## src/rtl/packet_receiver_if.sv

```systemverilog
// -----------------------------------------------------------------------------
// packet_receiver_if
//   Bundles the inter-board chunk link (4-phase REQ/ACK with a CHUNK_W data
//   bus) together with the reassembled-datagram output towards the renderer.
//
//   Signals:
//     req_in   : link REQ from the sender (asynchronous to the receiver clock)
//     data_in  : link data chunk, stable while REQ is high until ACK rises
//     ack_out  : link ACK back to the sender
//     data_out : last complete datagram
//     valid    : one-cycle strobe when data_out updates
//
//   Modports:
//     master : sender/consumer side (drives the link, observes the outputs)
//     slave  : receiver side (packet_receiver)
// -----------------------------------------------------------------------------
interface packet_receiver_if #(
  parameter int MSG_W   = 64,
  parameter int CHUNK_W = 6
);
  logic               req_in;
  logic [CHUNK_W-1:0] data_in;
  logic               ack_out;
  logic [MSG_W-1:0]   data_out;
  logic               valid;

  modport master (
    output req_in,
    output data_in,
    input  ack_out,
    input  data_out,
    input  valid
  );

  modport slave (
    input  req_in,
    input  data_in,
    output ack_out,
    output data_out,
    output valid
  );
endinterface

```

## src/rtl/packet_receiver.sv

```systemverilog
// -----------------------------------------------------------------------------
// packet_receiver
//   Receive side of the inter-board link. Accepts CHUNK_W-bit chunks over a
//   4-phase REQ/ACK handshake, reassembles them LSB-first into an MSG_W-bit
//   datagram and publishes it on data_out with a one-cycle valid strobe.
//   A partial packet left idle for TIMEOUT cycles is discarded so framing
//   recovers; each discard bumps a saturating drop counter.
//
//   Ports:
//     clk      : system clock, the only clock
//     rst      : synchronous active-low reset
//     bus      : packet_receiver_if.slave (req_in, data_in, ack_out,
//                data_out, valid)
//     drop_cnt : saturating count of discarded partial packets
// -----------------------------------------------------------------------------
module packet_receiver #(
  parameter int MSG_W   = 64,
  parameter int CHUNK_W = 6,
  parameter int TIMEOUT = 1024
) (
  input  logic                clk,
  input  logic                rst,
  packet_receiver_if.slave    bus,
  output logic [7:0]          drop_cnt
);

  localparam int N_CHUNK = (MSG_W + CHUNK_W - 1) / CHUNK_W;
  localparam int IDX_W   = (N_CHUNK > 1) ? $clog2(N_CHUNK) : 1;
  localparam int TMR_W   = $clog2(TIMEOUT + 1);

  localparam logic [IDX_W-1:0] IDX_LAST = IDX_W'(N_CHUNK - 1);
  localparam logic [TMR_W-1:0] TMR_LAST = TMR_W'(TIMEOUT - 1);

  typedef enum logic [1:0] {
    ST_IDLE    = 2'd0,
    ST_ACK     = 2'd1,
    ST_RELEASE = 2'd2
  } state_t;

  state_t             state_r;
  logic               s1_r;
  logic               s2_r;
  logic [IDX_W-1:0]   idx_r;
  logic [TMR_W-1:0]   timer_r;
  logic [MSG_W-1:0]   buf_r;
  logic               ack_r;
  logic [MSG_W-1:0]   data_r;
  logic               valid_r;
  logic [7:0]         drop_r;

  // Writes chunk d into slot k of the assembly buffer. Bits of the final
  // chunk that fall beyond MSG_W are simply never written, which is how the
  // unused upper bits of the last chunk get ignored.
  function automatic logic [MSG_W-1:0] insert_chunk(
    input logic [MSG_W-1:0]   b,
    input logic [IDX_W-1:0]   k,
    input logic [CHUNK_W-1:0] d
  );
    logic [MSG_W-1:0] r;
    r = b;
    for (int i = 0; i < N_CHUNK; i++) begin
      for (int j = 0; j < CHUNK_W; j++) begin
        if ((k == IDX_W'(i)) && ((i * CHUNK_W + j) < MSG_W)) begin
          r[i * CHUNK_W + j] = d[j];
        end else begin
          r = r;
        end
      end
    end
    return r;
  endfunction

  // REQ synchroniser, handshake FSM, chunk assembly, commit and timeout.
  always_ff @(posedge clk) begin
    if (!rst) begin
      state_r <= ST_IDLE;
      s1_r    <= 1'b0;
      s2_r    <= 1'b0;
      idx_r   <= '0;
      timer_r <= '0;
      buf_r   <= '0;
      ack_r   <= 1'b0;
      data_r  <= '0;
      valid_r <= 1'b0;
      drop_r  <= 8'd0;
    end else begin
      s1_r    <= bus.req_in;
      s2_r    <= s1_r;
      valid_r <= 1'b0;

      case (state_r)
        ST_IDLE: begin
          if (s2_r) begin
            // A capture always beats a timeout expiring on the same cycle.
            buf_r   <= insert_chunk(buf_r, idx_r, bus.data_in);
            timer_r <= '0;
            ack_r   <= 1'b1;
            state_r <= ST_ACK;
          end else if (idx_r == '0) begin
            timer_r <= '0;
          end else if (timer_r == TMR_LAST) begin
            // Sender went quiet mid-packet: drop the partial datagram.
            idx_r   <= '0;
            timer_r <= '0;
            if (drop_r != 8'hFF) begin
              drop_r <= drop_r + 8'd1;
            end else begin
              drop_r <= drop_r;
            end
          end else begin
            timer_r <= timer_r + TMR_W'(1);
          end
        end

        ST_ACK: begin
          // No timeout here: REQ is level-held, so wait as long as it takes.
          timer_r <= '0;
          if (!s2_r) begin
            ack_r   <= 1'b0;
            state_r <= ST_RELEASE;
          end else begin
            ack_r   <= 1'b1;
          end
        end

        ST_RELEASE: begin
          timer_r <= '0;
          ack_r   <= 1'b0;
          state_r <= ST_IDLE;
          if (idx_r == IDX_LAST) begin
            data_r  <= buf_r;
            valid_r <= 1'b1;
            idx_r   <= '0;
          end else begin
            idx_r   <= idx_r + IDX_W'(1);
          end
        end

        default: begin
          state_r <= ST_IDLE;
          ack_r   <= 1'b0;
          timer_r <= '0;
          idx_r   <= '0;
        end
      endcase
    end
  end

  assign bus.ack_out  = ack_r;
  assign bus.data_out = data_r;
  assign bus.valid    = valid_r;
  assign drop_cnt     = drop_r;

endmodule

```

## src/flat_wrapper.sv

```systemverilog
// flat-port wrapper written by rule: the top's interface ports become plain ports
module packet_receiver_flat 
#(
  parameter int MSG_W   = 64,
  parameter int CHUNK_W = 6,
  parameter int TIMEOUT = 1024
)
  (clk, rst, drop_cnt, bus_req_in, bus_data_in, bus_ack_out, bus_data_out, bus_valid);
  packet_receiver_if #(.MSG_W(MSG_W), .CHUNK_W(CHUNK_W)) bus_i ();
  input  logic clk;
  input  logic rst;
  output logic [7:0] drop_cnt;
  input wire logic [$bits(bus_i.req_in)-1:0] bus_req_in;
  input wire logic [$bits(bus_i.data_in)-1:0] bus_data_in;
  output wire logic [$bits(bus_i.ack_out)-1:0] bus_ack_out;
  output wire logic [$bits(bus_i.data_out)-1:0] bus_data_out;
  output wire logic [$bits(bus_i.valid)-1:0] bus_valid;
  assign bus_i.req_in = bus_req_in;
  assign bus_i.data_in = bus_data_in;
  assign bus_ack_out = bus_i.ack_out;
  assign bus_data_out = bus_i.data_out;
  assign bus_valid = bus_i.valid;
  packet_receiver #(.MSG_W(MSG_W), .CHUNK_W(CHUNK_W), .TIMEOUT(TIMEOUT)) u_core (.clk(clk), .rst(rst), .bus(bus_i), .drop_cnt(drop_cnt));
endmodule
```

## config.mk

```make
export PLATFORM = sky130hd
export DESIGN_NAME = packet_receiver_flat
export DESIGN_NICKNAME = d
export VERILOG_FILES = /design/src/rtl/packet_receiver_if.sv /design/src/rtl/packet_receiver.sv /design/src/flat_wrapper.sv
export SDC_FILE = /design/constraint.sdc
export NUM_CORES = 1
export LEC_CHECK = 0
export ABC_AREA = 1
export CAP_MARGIN = 20
export CORE_AREA = 2 2 92 139
export DETAILED_ROUTE_END_ITERATION = 10
export DIE_AREA = 0 0 94 141
export PLACE_DENSITY = 0.7
export SYNTH_ARGS = -nofsm -noshare
export SYNTH_HDL_FRONTEND = slang
export SYNTH_SLANG_ARGS = --single-unit
```

## constraint.sdc

```tcl
create_clock -name clk -period 4.1 [get_ports clk]
set_input_delay 0.82 -clock clk [delete_from_list [all_inputs] [get_ports clk]]
set_output_delay 0.82 -clock clk [all_outputs]
set_load 0.05 [all_outputs]
```

Word level (Yosys, flattened, before mapping)

Index checks and enable logic that the tools add are counted.

Flip-flop bits (word level): 157
Word-level logic and storage cells: 150
Input bits: 9
Output and inout port bits: 74

Bitwise logic cells: 5
$add $sub $neg: 3
Mux-type cells: 72
Reduce and logical (&&, ||, !) cells: 20
Equal/unequal tests: 28

Operator list:

| operator                                                                | count |
|---|---|
| 1-bit two-way mux                                                       | 63 |
| 4-bit inequality test, second input constant                            | 9 |
| 3-bit AND reduction                                                     | 12 |
| 4-bit by 3-bit == test with 1-bit output, second input constant         | 4 |
| 4-bit two-way mux                                                       | 4 |
| 4-bit == test, second input constant                                    | 3 |
| 4-bit case mux with 3 select lines                                      | 1 |
| 11-bit by 1-bit adder with 11-bit output, second input constant         | 1 |
| 11-bit by 10-bit == test with 1-bit output, second input constant       | 1 |
| 8-bit by 1-bit adder with 8-bit output, second input constant           | 1 |
| 4-bit by 2-bit == test with 1-bit output, second input constant         | 2 |
| 8-bit inequality test, second input constant                            | 1 |
| 2-bit inequality test, second input constant                            | 3 |
| 2-bit AND reduction                                                     | 3 |
| 1-bit inverter                                                          | 5 |
| 5-bit AND reduction                                                     | 1 |
| 5-bit OR reduction                                                      | 1 |
| 4-bit by 1-bit adder with 4-bit output, second input constant           | 1 |
| 4-bit by 1-bit == test with 1-bit output, second input constant         | 1 |
| 4-bit zero test                                                         | 1 |
| 2-bit two-way mux                                                       | 2 |
| 2-bit by 1-bit inequality test with 1-bit output, second input constant | 2 |
| 2-bit case mux with 2 select lines                                      | 1 |
| 4-bit AND reduction                                                     | 1 |
| other kinds (4)                                                         | 4 |

Depth between registers and ports, before layout

Depth after elaboration: 5
Gate-level depth with buffers: 9
Depth with buffers taken out: 9

Worst setup path before layout

No wires, ideal clock.

Path type: register to register
Start point: register u_core.drop_r[1] (netlist: u_core.drop_cnt[1])
End point: register u_core.drop_r[2] (netlist: u_core.drop_cnt[2])
Required time: 4.030 ns
Arrival time: 1.682 ns
Path buffers: 0
Clock period less this slack: 1.752 ns
Setup time: 0.070 ns
Path slack: 2.348 ns
Stages on the path, launching flop included: 8
Cells stage by stage: dfxtp_1 -> ha_1 -> nand2_1 -> nor2_1 -> a21boi_0 -> nand3_1 -> nand2_1 -> a21oi_1

Longest elaborated chain between the ends: 2
Elaborated cells between the ends (all ways): 3
Those cells by class: 1 x add/sub; 1 x eq/ne; 1 x reduce/logical

Ends and longest elaborated chain:

| what                                                                           | line                   | text |
|---|---|---|
| from (decl)                                                                    | packet_receiver.sv:49  | `logic [7:0] drop_r;` |
| from (signal assigned)                                                         | packet_receiver.sv:106 | `drop_r <= drop_r + 8'd1;` |
| from (signal assigned)                                                         | packet_receiver.sv:108 | `drop_r <= drop_r;` |
| branches (longest 2 deep; another with 8-bit by 1-bit adder with 8-bit output) | --                     |  |

Several ways; the timed one is not identified.
A chain may end at the register's enable or synchronous reset.

Worst setup path in the final report

Start point: register u_core.drop_r[4] (netlist: u_core.drop_cnt[4])
End point: output drop_cnt[4]

RTL lines:

| what      | line               | text |
|---|---|---|
| to (decl) | flat_wrapper.sv:12 | `output logic [7:0] drop_cnt;` |

No word-level cell between the ends.

==> qor.txt <==
Hold Violations, Final - 0
Pwr/cell area - 419 nW/um^2
Worst Setup End Kind - output port
Post-synth EDFFs - 0
Die Ht - 141 um
Final ANT Viol Nets - 0
Ant. Diodes - 0
Largest area contributor in the netlist - dfxtp_1
Sequential-to-total area share from yosys stat - 53.0%
Share of post-route cells with drive strength above 1 - 5.94%
First-pass GRT wire length - 23200 um
Post-synth top area share - 53.0%
Hold depth - 2
Via count - 5248
# Post-CTS Setup Buffers - 0
Post-synthesis mux area share - 0%
Largest net degree at the start of global routing - 71
Clk_lat worst skew - 420 ps
Syn nets - 794
Die Area - 13300 sq um
Post-synthesis simple-gate area fraction - 26.7%
Final #Nets - 857
Relative max-transition margin - 54.1%
Clk_skew - 9.19 ps
Longest Clk Path Bufs - 2
Seq cells post-synth - 157
Global placer's final weighted congestion - 0.874
Compound-Gate Fraction of Synth Area - 12.8%
Status - finished, final reports clean
Largest fanout on the critical path - 6
Max-cap violations - 0
Synth Area in Adders - 0.422%
Hold slack - 424 ps
CTS buffer count - 17
Min-delay src - u_core.s1_r$_SDFF_PN0_
Syn Inst Count - 783
Synth Area per Inst - 7.57 sq um
Fmax achieved - 0.393 GHz
Critical Path Start - u_core.drop_cnt[4]$_SDFFE_PN0P_
Leak - 2.65 nW
Detailed Place HPWL - 8940 um
Setup tns final - 0 ps
DRT Pass-1 Iters - 5
Die width - 94 um
VDD IR max - 0.000259 V
Placed inst area - 6770 sq um
CTS Root Buffer Type - clkbuf_16
Clock transition at path regs - 60 ps
H-tree Lvls - 4
Port bufs - 82
Rows - 50
RSZ-0062 raised after global routing - no
Worst r2r src - u_core.timer_r[0]$_SDFF_PP0_
Area contributors post-synth - dfxtp_1, nor2_1, nand2_1, nand3_1, a21oi_1
Vias in the first global route - 5169
Worst Setup Path Type - flip-flop to output port
Reg-to-reg slack, setup - 1860 ps
DR vias/cell - 5.18
Class of the worst hold path - flip-flop to flip-flop
Cts hold-fix bufs - 0
Ys async rst share - 0%
CTS tree - built
Critical Path Slowest Stage Cell - clkdlybuf4s50_1
Most common cell in the synthesized netlist - nor2_1
CP delay by family, top - buffers and inverters
GRT Total Usage - 21.7%
Final setup vio count - 0
Crit path DAT - 1730 ps
FF-to-FF path depth - 8
R2r endpoint - u_core.drop_cnt[4]$_SDFFE_PN0P_
Synth Cell Area - 5930 sq um
Routed WL - 13700 um
Initial antenna violation count - 0
Clk sink count - 157
Final Cycle Share - 62.1%
Synth unique cells - 24
CP Buf/Inv Count - 1
IO Count - 83
Synthesis-to-finish area growth - 23.9%
Worst hold endpoint - u_core.s2_r$_SDFF_PN0_
Gr ovfl total - 0
Critical path, cell by cell - clkdlybuf4s50_1
Post-synth top cells - nor2_1, dfxtp_1, nand2_1
Post-layout minimum cycle time - 2550 ps
DR WL/cell - 13.5 um
Main combinational cell family by area after synthesis - simple AND/OR/NAND/NOR gates
Slew Viols, Final - 0
Worst setup SP type - flip-flop
Worst-Margin Slew - 686 ps
Prevailing post-synth register cell - dfxtp_1
Initial DRC Count - 281
Post-cts sizing count - 0
Max stage delay on crit path - 850 ps
Final Cell Area - 7350 sq um
PnR Total Power - 3.08 mW
Req. time, crit path - 3280 ps
Initial Util - 48.6%
Drt drc - 0
Synth Warn # - 0
XOR/XNOR Fraction of Synth Area - 0.886%
CORE AREA - 12200 sq um
final cells by class:
cell class / count / area [sq um]
Fill cell: 1100 / 4850
Sequential cell: 157 / 3140
Multi-Input combinational cell: 542 / 2430
Timing Repair Buffer: 87 / 866
Clock buffer: 21 / 470
Tap cell: 156 / 195
Inverter: 41 / 154
Clock inverter: 10 / 91.3
tightest hold or removal path: cells and delay by family, from the launching register on:
| family | cells | cell delay, ps |
|---|---|---|
| buf+inv | 1 | 40 |
| simple gates | 1 | 50 |
| flops | 1 | 310 |
per-stage QoR:
| stage | utilization, % | std cells | setup slack, ps |
|---|---|---|---|
| after floorplan | - | 783 | 2350 |
| after global placement | 55.5 | 982 | 1730 |
| after detailed placement | 55.5 | 982 | 1650 |
| after CTS | 60.1 | 1013 | 1540 |
| after global routing | 60.2 | 1014 | 1510 |
| final | 60.2 | 1014 | 1550 |
cells by family (layout without fill, tap and decap cells):
family / Yosys count / count (layout)
fa+ha+maj: 2 / 2
flops: 157 / 157
xor+xnor: 6 / 6
compound gates: 151 / 151
simple gates: 383 / 383
buf+inv: 84 / 159
flip-flops by register name, indices dropped and copies added, names as in the netlist:
name                 flops
u_core.buf_r            64
u_core.bus.data_out     64
u_core.timer_r          11
u_core.drop_cnt          8
u_core.idx_r             4
u_core.state_r           2
u_core.bus.ack_out       1
u_core.bus.valid         1
u_core.s1_r              1
u_core.s2_r              1
how the worst max path moves through the flow:
stage | endpoint | slack (ps) | depth (start not counted)
5_1_grt | drop_cnt[5] | 1510 | 1
6_report | drop_cnt[4] | 1550 | 1
3_3_place_gp | u_core.bus.data_out[7]$_SDFFE_PN0P_ | 1730 | 5
4_1_cts | drop_cnt[4] | 1540 | 1
2_1_floorplan | u_core.drop_cnt[2]$_SDFFE_PN0P_ | 2350 | 7
3_5_place_dp | u_core.bus.data_out[8]$_SDFFE_PN0P_ | 1650 | 5
cells in the final DEF, fill, tap and decap left out, types with 6 or more instances in the layout:
master / netlist / routed
inv_2: 5 / 6
a21oi_1: 79 / 79
nand3_1: 81 / 81
o21ai_0: 70 / 70
nor2_1: 161 / 161
nand2_1: 124 / 123
clkdlybuf4s50_1: 0 / 81
clkbuf_16: 0 / 17
inv_1: 36 / 35
dfxtp_1: 157 / 157
routing by layer:
layer / track usage, % / part of all wire (%) / up-vias
met2: 38.3 / 51 / 127
met5: 0 / 0 / -
li1: - / - / 2672
met4: 8.31 / 1.6 / 0
met1: 25.1 / 43 / 2432
met3: 5.02 / 4.3 / 17
report_power, final:
group	total (mW)	internal (mW)	switching (mW)
sequential	1.54	1.53	0.00405
clock	1.47	0.877	0.597
combinational	0.0689	0.0165	0.0523
total	3.08	2.42	0.653
No activity file was read; power rests on OpenSTA's default activity.
